File: config.mk
export PLATFORM = sky130hd
export DESIGN_NAME = reg_bank_reader
export DESIGN_NICKNAME = d
export VERILOG_FILES = /design/src/rtl/reg_bank_reader.sv
export SDC_FILE = /design/constraint.sdc
export NUM_CORES = 2
export LEC_CHECK = 0
export CAP_MARGIN = 20
export CELL_PAD_IN_SITES_DETAIL_PLACEMENT = 2
export CELL_PAD_IN_SITES_GLOBAL_PLACEMENT = 2
export CORE_MARGIN = 4
export CORE_UTILIZATION = 46
export DETAILED_ROUTE_END_ITERATION = 8
export PLACE_DENSITY = 0.84
export RECOVER_POWER = 50
export SLEW_MARGIN = 40
export SYNTH_ARGS = -nofsm -noshare
export SYNTH_HDL_FRONTEND = slang
export SYNTH_SLANG_ARGS = --single-unit
File: constraint.sdc
create_clock -name clk -period 2.24 [get_ports clk]
set_input_delay 0.672 -clock clk [delete_from_list [all_inputs] [get_ports clk]]
set_output_delay 0.672 -clock clk [all_outputs]
set_load 0.01 [all_outputs]
File: src/rtl/reg_bank_reader.sv
// Register bank with an extension register and a one-slot request/response read port.
// Read operands are captured at acceptance, with write-through bypass from the same-cycle write.
module reg_bank_reader #(
    parameter int DATA_W   = 32,
    parameter int ADDR_W   = 5,
    parameter int ZERO_REG = 1
) (
    input  logic              clk,
    input  logic              rst_n,
    input  logic              reg_write,
    input  logic [ADDR_W-1:0] wr_addr,
    input  logic [DATA_W-1:0] wr_data,
    input  logic              ext_write,
    input  logic [DATA_W-1:0] wr_data_ext,
    input  logic              req_valid,
    output logic              req_ready,
    input  logic [ADDR_W-1:0] rs_addr,
    input  logic [ADDR_W-1:0] rt_addr,
    output logic              rsp_valid,
    input  logic              rsp_ready,
    output logic [DATA_W-1:0] rs_data,
    output logic [DATA_W-1:0] rt_data,
    output logic [DATA_W-1:0] ext_data
);

    localparam int NREG = 1 << ADDR_W;

    typedef enum logic {
        S_EMPTY,
        S_FULL
    } state_t;

    state_t            r_state;
    logic [DATA_W-1:0] r_regs [NREG];
    logic [DATA_W-1:0] r_ext;
    logic [DATA_W-1:0] r_rs_data;
    logic [DATA_W-1:0] r_rt_data;
    logic [DATA_W-1:0] r_ext_data;

    logic              w_accept;
    logic              w_wr_en;
    logic [DATA_W-1:0] w_rs_val;
    logic [DATA_W-1:0] w_rt_val;
    logic [DATA_W-1:0] w_ext_val;

    assign req_ready = (r_state == S_EMPTY) || rsp_ready;
    assign w_accept  = req_valid && req_ready;
    assign rsp_valid = (r_state == S_FULL);
    assign rs_data   = r_rs_data;
    assign rt_data   = r_rt_data;
    assign ext_data  = r_ext_data;

    // Writes to register 0 are dropped when it is hardwired to zero.
    assign w_wr_en = reg_write && !((ZERO_REG != 0) && (wr_addr == '0));

    always_comb begin
        w_rs_val = r_regs[rs_addr];
        if ((ZERO_REG != 0) && (rs_addr == '0)) begin
            w_rs_val = '0;
        end else if (reg_write && (wr_addr == rs_addr)) begin
            w_rs_val = wr_data;
        end
    end

    always_comb begin
        w_rt_val = r_regs[rt_addr];
        if ((ZERO_REG != 0) && (rt_addr == '0)) begin
            w_rt_val = '0;
        end else if (reg_write && (wr_addr == rt_addr)) begin
            w_rt_val = wr_data;
        end
    end

    assign w_ext_val = ext_write ? wr_data_ext : r_ext;

    always_ff @(posedge clk or negedge rst_n) begin
        if (!rst_n) begin
            for (int unsigned i = 0; i < NREG; i++) begin
                r_regs[i] <= '0;
            end
            r_ext <= '0;
        end else begin
            if (w_wr_en) begin
                r_regs[wr_addr] <= wr_data;
            end
            if (ext_write) begin
                r_ext <= wr_data_ext;
            end
        end
    end

    // Response slot: a held response is a snapshot and ignores later writes.
    always_ff @(posedge clk or negedge rst_n) begin
        if (!rst_n) begin
            r_state    <= S_EMPTY;
            r_rs_data  <= '0;
            r_rt_data  <= '0;
            r_ext_data <= '0;
        end else begin
            if (w_accept) begin
                r_rs_data  <= w_rs_val;
                r_rt_data  <= w_rt_val;
                r_ext_data <= w_ext_val;
            end
            case (r_state)
                S_EMPTY: if (w_accept) r_state <= S_FULL;
                S_FULL:  if (rsp_ready && !req_valid) r_state <= S_EMPTY;
                default: r_state <= S_EMPTY;
            endcase
        end
    end

endmodule

==> results.md, run 1 <==
- Status: did not finish
- Stop stage: global routing (5_1_grt)
- Log Error: [ERROR GRT-0232] Routing congestion too high. Check the congestion heatmap in the GUI.
- Syn avg cell area: ~14 um^2
- I/O pin cnt: 183
- Synth warn: 0
- Area leader, netlist: dfrtp_1
- Asr flop ratio synth: between 90% and 100%
- Max H-tree Level: 4
- Post-synth cell types: 45
- Yosys reg bits: between 1000 and 1500
- EDFF count, synth: 0
- HPWL after DPL: between 150000 and 200000 um
- Ranking of synthesized cells by area: dfrtp_1, mux2_2, mux4_2
- Clk sinks: roughly 1200
- Worst Endpoint after GRT Repair: req_ready
- Mapped cell area: about 60000 um^2
- Worst endpoint type: primary output
- Mapped Nets: 4324
- Mapped Cells: around 4200
- Count of buffers from port buffering: about 180
- Overflow after GRT: roughly 150
- Core Rows: approximately 130
- Die Ht: 370 um
- Clock Root Buffer: clkbuf_16
- Placed instance area: a little under 70000 um^2
- Sequential element share of the synthesized area: 47.9%
- Top FF cell, synth: dfrtp_1
- Pin count of the biggest net entering global routing: 99
- Total GRT Usage: 80.7%
- Initial Util: 46.4%
- TritonCTS Buffers: between 100 and 150
- Initial antenna violation count: 81
- Gpl congestion: around 0.86
- Top cell type's share of synthesized area: a little under half
- Max Root-Sink Buffers: 3
- Chip width: 370 um
==> cell usage after synthesis, drive strengths merged (4+ instances only) <==
library cell / count
dfrtp: 1153
mux2: 1056
mux4: 384
mux2i: 288
clkbuf: 267
buf: 203
o21ai: 190
a221oi: 128
nand2: 114
a21oi: 95
o211ai: 68
a22oi: 65
a2111o: 63
nor2: 49
a22o: 32
o21a: 31
xnor2: 10
inv: 6
nor3b: 5
nand3b: 4
o2111ai: 4
==> per-layer routing <==
metal	track usage (%)	overflow
met5	54.8	0
met4	79.1	82
met3	73.8	2
met2	91.0	63
met1	79.2	1
==> stage by stage <==
stage / setup TNS [ps] / worst slack (ps) / instances
4_1_cts: -24.6 / -24.6 / 6527
3_5_place_dp: -647190 / -1110 / 6246
3_3_place_gp: -486640 / -834 / 6246
2_1_floorplan: -11120 / -109 / 4239
==> cells by family after synthesis <==
family                 after synthesis  synth area share, %
XOR/XNOR                            10                0.145
AO/OA/AOI/OAI                      680                 8.25
AND/OR/NAND/NOR                    192                 1.37
buffers and inverters              476                 3.51
flip-flops                        1153                 47.9
multiplexers                      1728                 38.9
==> timing repair <==
item                                   in CTS
gates cloned                                5
buffers inserted                           37
hold buffers                                1
endpoints found under the hold margin      16
resized for setup                         271
pin swaps                                  13
setup endpoints to repair                 160
==> inputs of run 2 (changes only) <==
--- a/config.mk
+++ b/config.mk
@@ -6,12 +6,10 @@
 export NUM_CORES = 2
 export LEC_CHECK = 0
 export CAP_MARGIN = 20
-export CELL_PAD_IN_SITES_DETAIL_PLACEMENT = 2
-export CELL_PAD_IN_SITES_GLOBAL_PLACEMENT = 2
 export CORE_MARGIN = 4
-export CORE_UTILIZATION = 46
+export CORE_UTILIZATION = 31
 export DETAILED_ROUTE_END_ITERATION = 8
-export PLACE_DENSITY = 0.84
+export PLACE_DENSITY_LB_ADDON = 0.15
 export RECOVER_POWER = 50
 export SLEW_MARGIN = 40
 export SYNTH_ARGS = -nofsm -noshare
==> results.md, run 2 <==
- Max rail drop VDD: between 0.7 and 0.8 mV
- R2R cell count: 8
- Top cell type's share of synthesized area: 47.9% (unchanged)
- Asr flop ratio synth: 100% (unchanged)
- Mapped Cells: 4239 (unchanged)
- CP max stage delay: 470 ps
- Count of buffers from port buffering: 182 (unchanged)
- Syn-to-layout area delta: 24.2%
- Crit end category: primary output
- Number of DRC markers in iteration 0: around 2700
- Top delay family on crit path: flip-flops
- FF/Latch Area: approximately 29000 um^2
- Area of the core: just under 200000 um^2
- Hold Crit Class: primary input to async pin
- Clock slew at reported path FFs: approximately 50 ps
- PwrDens: 865 nW/um^2
- Routed wire per std cell: between 20 and 30 um
- Initial Util: 31.2% (-15 points)
- Via/cell ratio: roughly 5.5
- Placed cells: 7042 (+13%)
- R2r endpoint: rs_data[26]$_DFFE_PN0P_
- CTS tree: built
- Crit path arrival time: approximately 1500 ps
- Initial antenna violation count: 8
- Yosys reg bits: 1153 (unchanged)
- Multi-input gate area: between 20000 and 30000 um^2
- HPWL after DPL: 147000 um (-24%)
- Max Root-Sink Buffers: 3 (unchanged)
- Fin. Hold Viols: 0
- DR vias: 40500
- Mapped Nets: 4324 (unchanged)
- CP Launch Type: flop
- Routing usage on met2: a little over a third
- Post-route DRC violation count: 0
- Top FF cell, synth: dfrtp_1
- Min Tclk post-route: 2190 ps
- Crit. Startpoint: rt_data[22]$_DFFE_PN0P_
- Total GRT Usage: a little over a fifth
- R2r startpoint: rsp_valid$_DFF_PN0_
- Routed WL: 215000 um
- Ranking of synthesized cells by area: dfrtp_1, mux2_2, mux4_2
- Core Util, Final: between 30 and 40%
- Mapped cell area: 60300 um^2 (unchanged)
- CP Data Required Time: 1570 ps
- Top-count cell post-synth: dfrtp_1
- Area leader, netlist: dfrtp_1
- Die Ht: 449 um (+21%)
- Clock Skews: 18.9 ps
- Overflow after GRT: 0
- I/O pin cnt: 183 (unchanged)
- WP buf/inv: 1
- Worst path depth: 1
- Post-synth cell types: 45 (unchanged)
- Critical Path End: rt_data[22]
- Met3 usage: under 10%
- Clk sinks: 1153 (unchanged)
- Chip width: 449 um (+21%)
- Synth warn: 0 (unchanged)
- Biggest fanout along the worst timing path: 2
- Total power: roughly 0.065 W
- Non-filler cells, final: 7308
- Sequential element share of the synthesized area: 47.9% (unchanged)
- Worst-margin pin slew: between 1000 and 1500 ps
- Setup violators final: 0
- Max Cap Viol: 0
- Relative slew margins: around 19%
- First-pass GRT wire length: 313000 um
- Largest register by flop count: r_regs
- Max reg flops: roughly 1000
- Clock latency on the worst-skew pair: 790 ps
- Setup TNS: 0 ps
- Final ANT Viol Nets: 0
- Core Rows: 161 (+22%)
- # fillers: around 18000
- Drt first pass iters: 5
- Worst reg-to-reg setup slack: around 180 ps
- Crit-path slowest cell: dfrtp_2
- Commonest non-fill, non-tap cell in the layout: dfrtp_1
- Met1 track demand over resource: 28.7%
- Commonest non-fill, non-tap cells in the layout: dfrtp_1, mux2_2, mux4_2
- Gpl congestion: 0.793 (-8.1%)
- Vias in the first global route: 42700
- WS Path Type: flop to primary output
- Critical Path, Cell by Cell: clkdlybuf4s15_2
- Syn avg cell area: 14.2 um^2 (unchanged)
- Pin count of the biggest net entering global routing: 89
- Fin crit share: 97.7%
- Synth top cells by count: dfrtp_1, mux2_2, mux4_2
- Fmax: between 400 and 500 MHz
- EDFF count, synth: 0 (unchanged)
- GRT Max-Usage Layer: met2
- Status: completed
- Nets@finish: 4751
- Max H-tree Level: 4 (unchanged)
- Max Slew Vio Count: 0
- Layout cells sized above 1: around half
- P_leak: approximately 32 nW
- RSZ-0062 raised after global routing: no
- Die area: ~200000 um^2
- TritonCTS Buffers: 141 (+5.2%)
- Clock Root Buffer: clkbuf_16
-- run 2: cell counts after synthesis --
No cell type changed its count.
-- run 2: worst min-delay path by stage --
| stage | slack, ps | end | cells past startpoint | startpoint |
|---|---|---|---|---|
| 2_1_floorplan | 380 | ext_data[0]$_DFFE_PN0P_ | 0 | rst_n |
| 3_3_place_gp | 380 | r_regs[1014]$_DFFE_PN0P_ | 0 | r_regs[1014]$_DFFE_PN0P_ |
| 3_5_place_dp | 380 | r_regs[998]$_DFFE_PN0P_ | 0 | r_regs[998]$_DFFE_PN0P_ |
| 4_1_cts | 390 | r_regs[36]$_DFFE_PN0P_ | 2 | rst_n |
| 5_1_grt | 390 | r_regs[36]$_DFFE_PN0P_ | 2 | rst_n |
| 6_report | 390 | r_regs[4]$_DFFE_PN0P_ | 2 | rst_n |
-- run 2: power by group --
part | leakage, nW | internal, W | switching, W | total (W)
Sequential | 14.7 | 0.0248 | 0.00298 | 0.0278
Combinational | 15.4 | 0.00777 | 0.00553 | 0.0133
Clock | 2.36 | 0.0141 | 0.00954 | 0.0236
-- run 2: layer usage --
layer | vias up | part of all wire (%)
li1 | 17300 | -
met1 | 22100 | 45
met2 | 809 | 49
met3 | 265 | 3.4
met4 | 0 | 3.3
met5 | - | 0
-- run 2: cell type report --
type | instances | area share [%]
Multi-Input combinational cell | 2610 | 39.6
Sequential cell | 1153 | 38.6
Timing Repair Buffer | 754 | 11.2
Clock buffer | 214 | 5.69
Tap cell | 2526 | 4.22
Clock inverter | 41 | 0.691
Inverter | 6 | 0.0485
Antenna cell | 4 | 0.0134
-- run 2: logic make-up (layout without fill, tap and decap cells) --
group | count (synthesis) | count (layout) | synth area share (%)
buf+inv | 476 | 1015 | 3.51
simple gates | 192 | 192 | 1.37
compound gates | 680 | 680 | 8.25
other cells | 0 | 4 | 0
xor+xnor | 10 | 10 | 0.145
mux | 1728 | 1728 | 38.9
flops | 1153 | 1153 | 47.9
-- run 2: timing repair --
action	4_1_cts	5_1_grt
endpoints found under the hold margin	15	0
hold buffers	1	0
setup endpoints to repair	114	7
resized for setup	219	2
buffers inserted	4	2
pin swaps	0	2
cloned	0	1
-- run 2: per-stage QoR --
stage / hold WS [ps] / setup slack, ps / instance area [um^2]
6_report: 392 / 52.5 / 74800
5_1_grt: 392 / 3.21 / 74800
4_1_cts: 389 / -9.66 / 75100
3_5_place_dp: 384 / -907 / 70300
3_3_place_gp: 377 / -916 / 70300
2_1_floorplan: 376 / -109 / 60600
(Power assumes the default switching activity.)
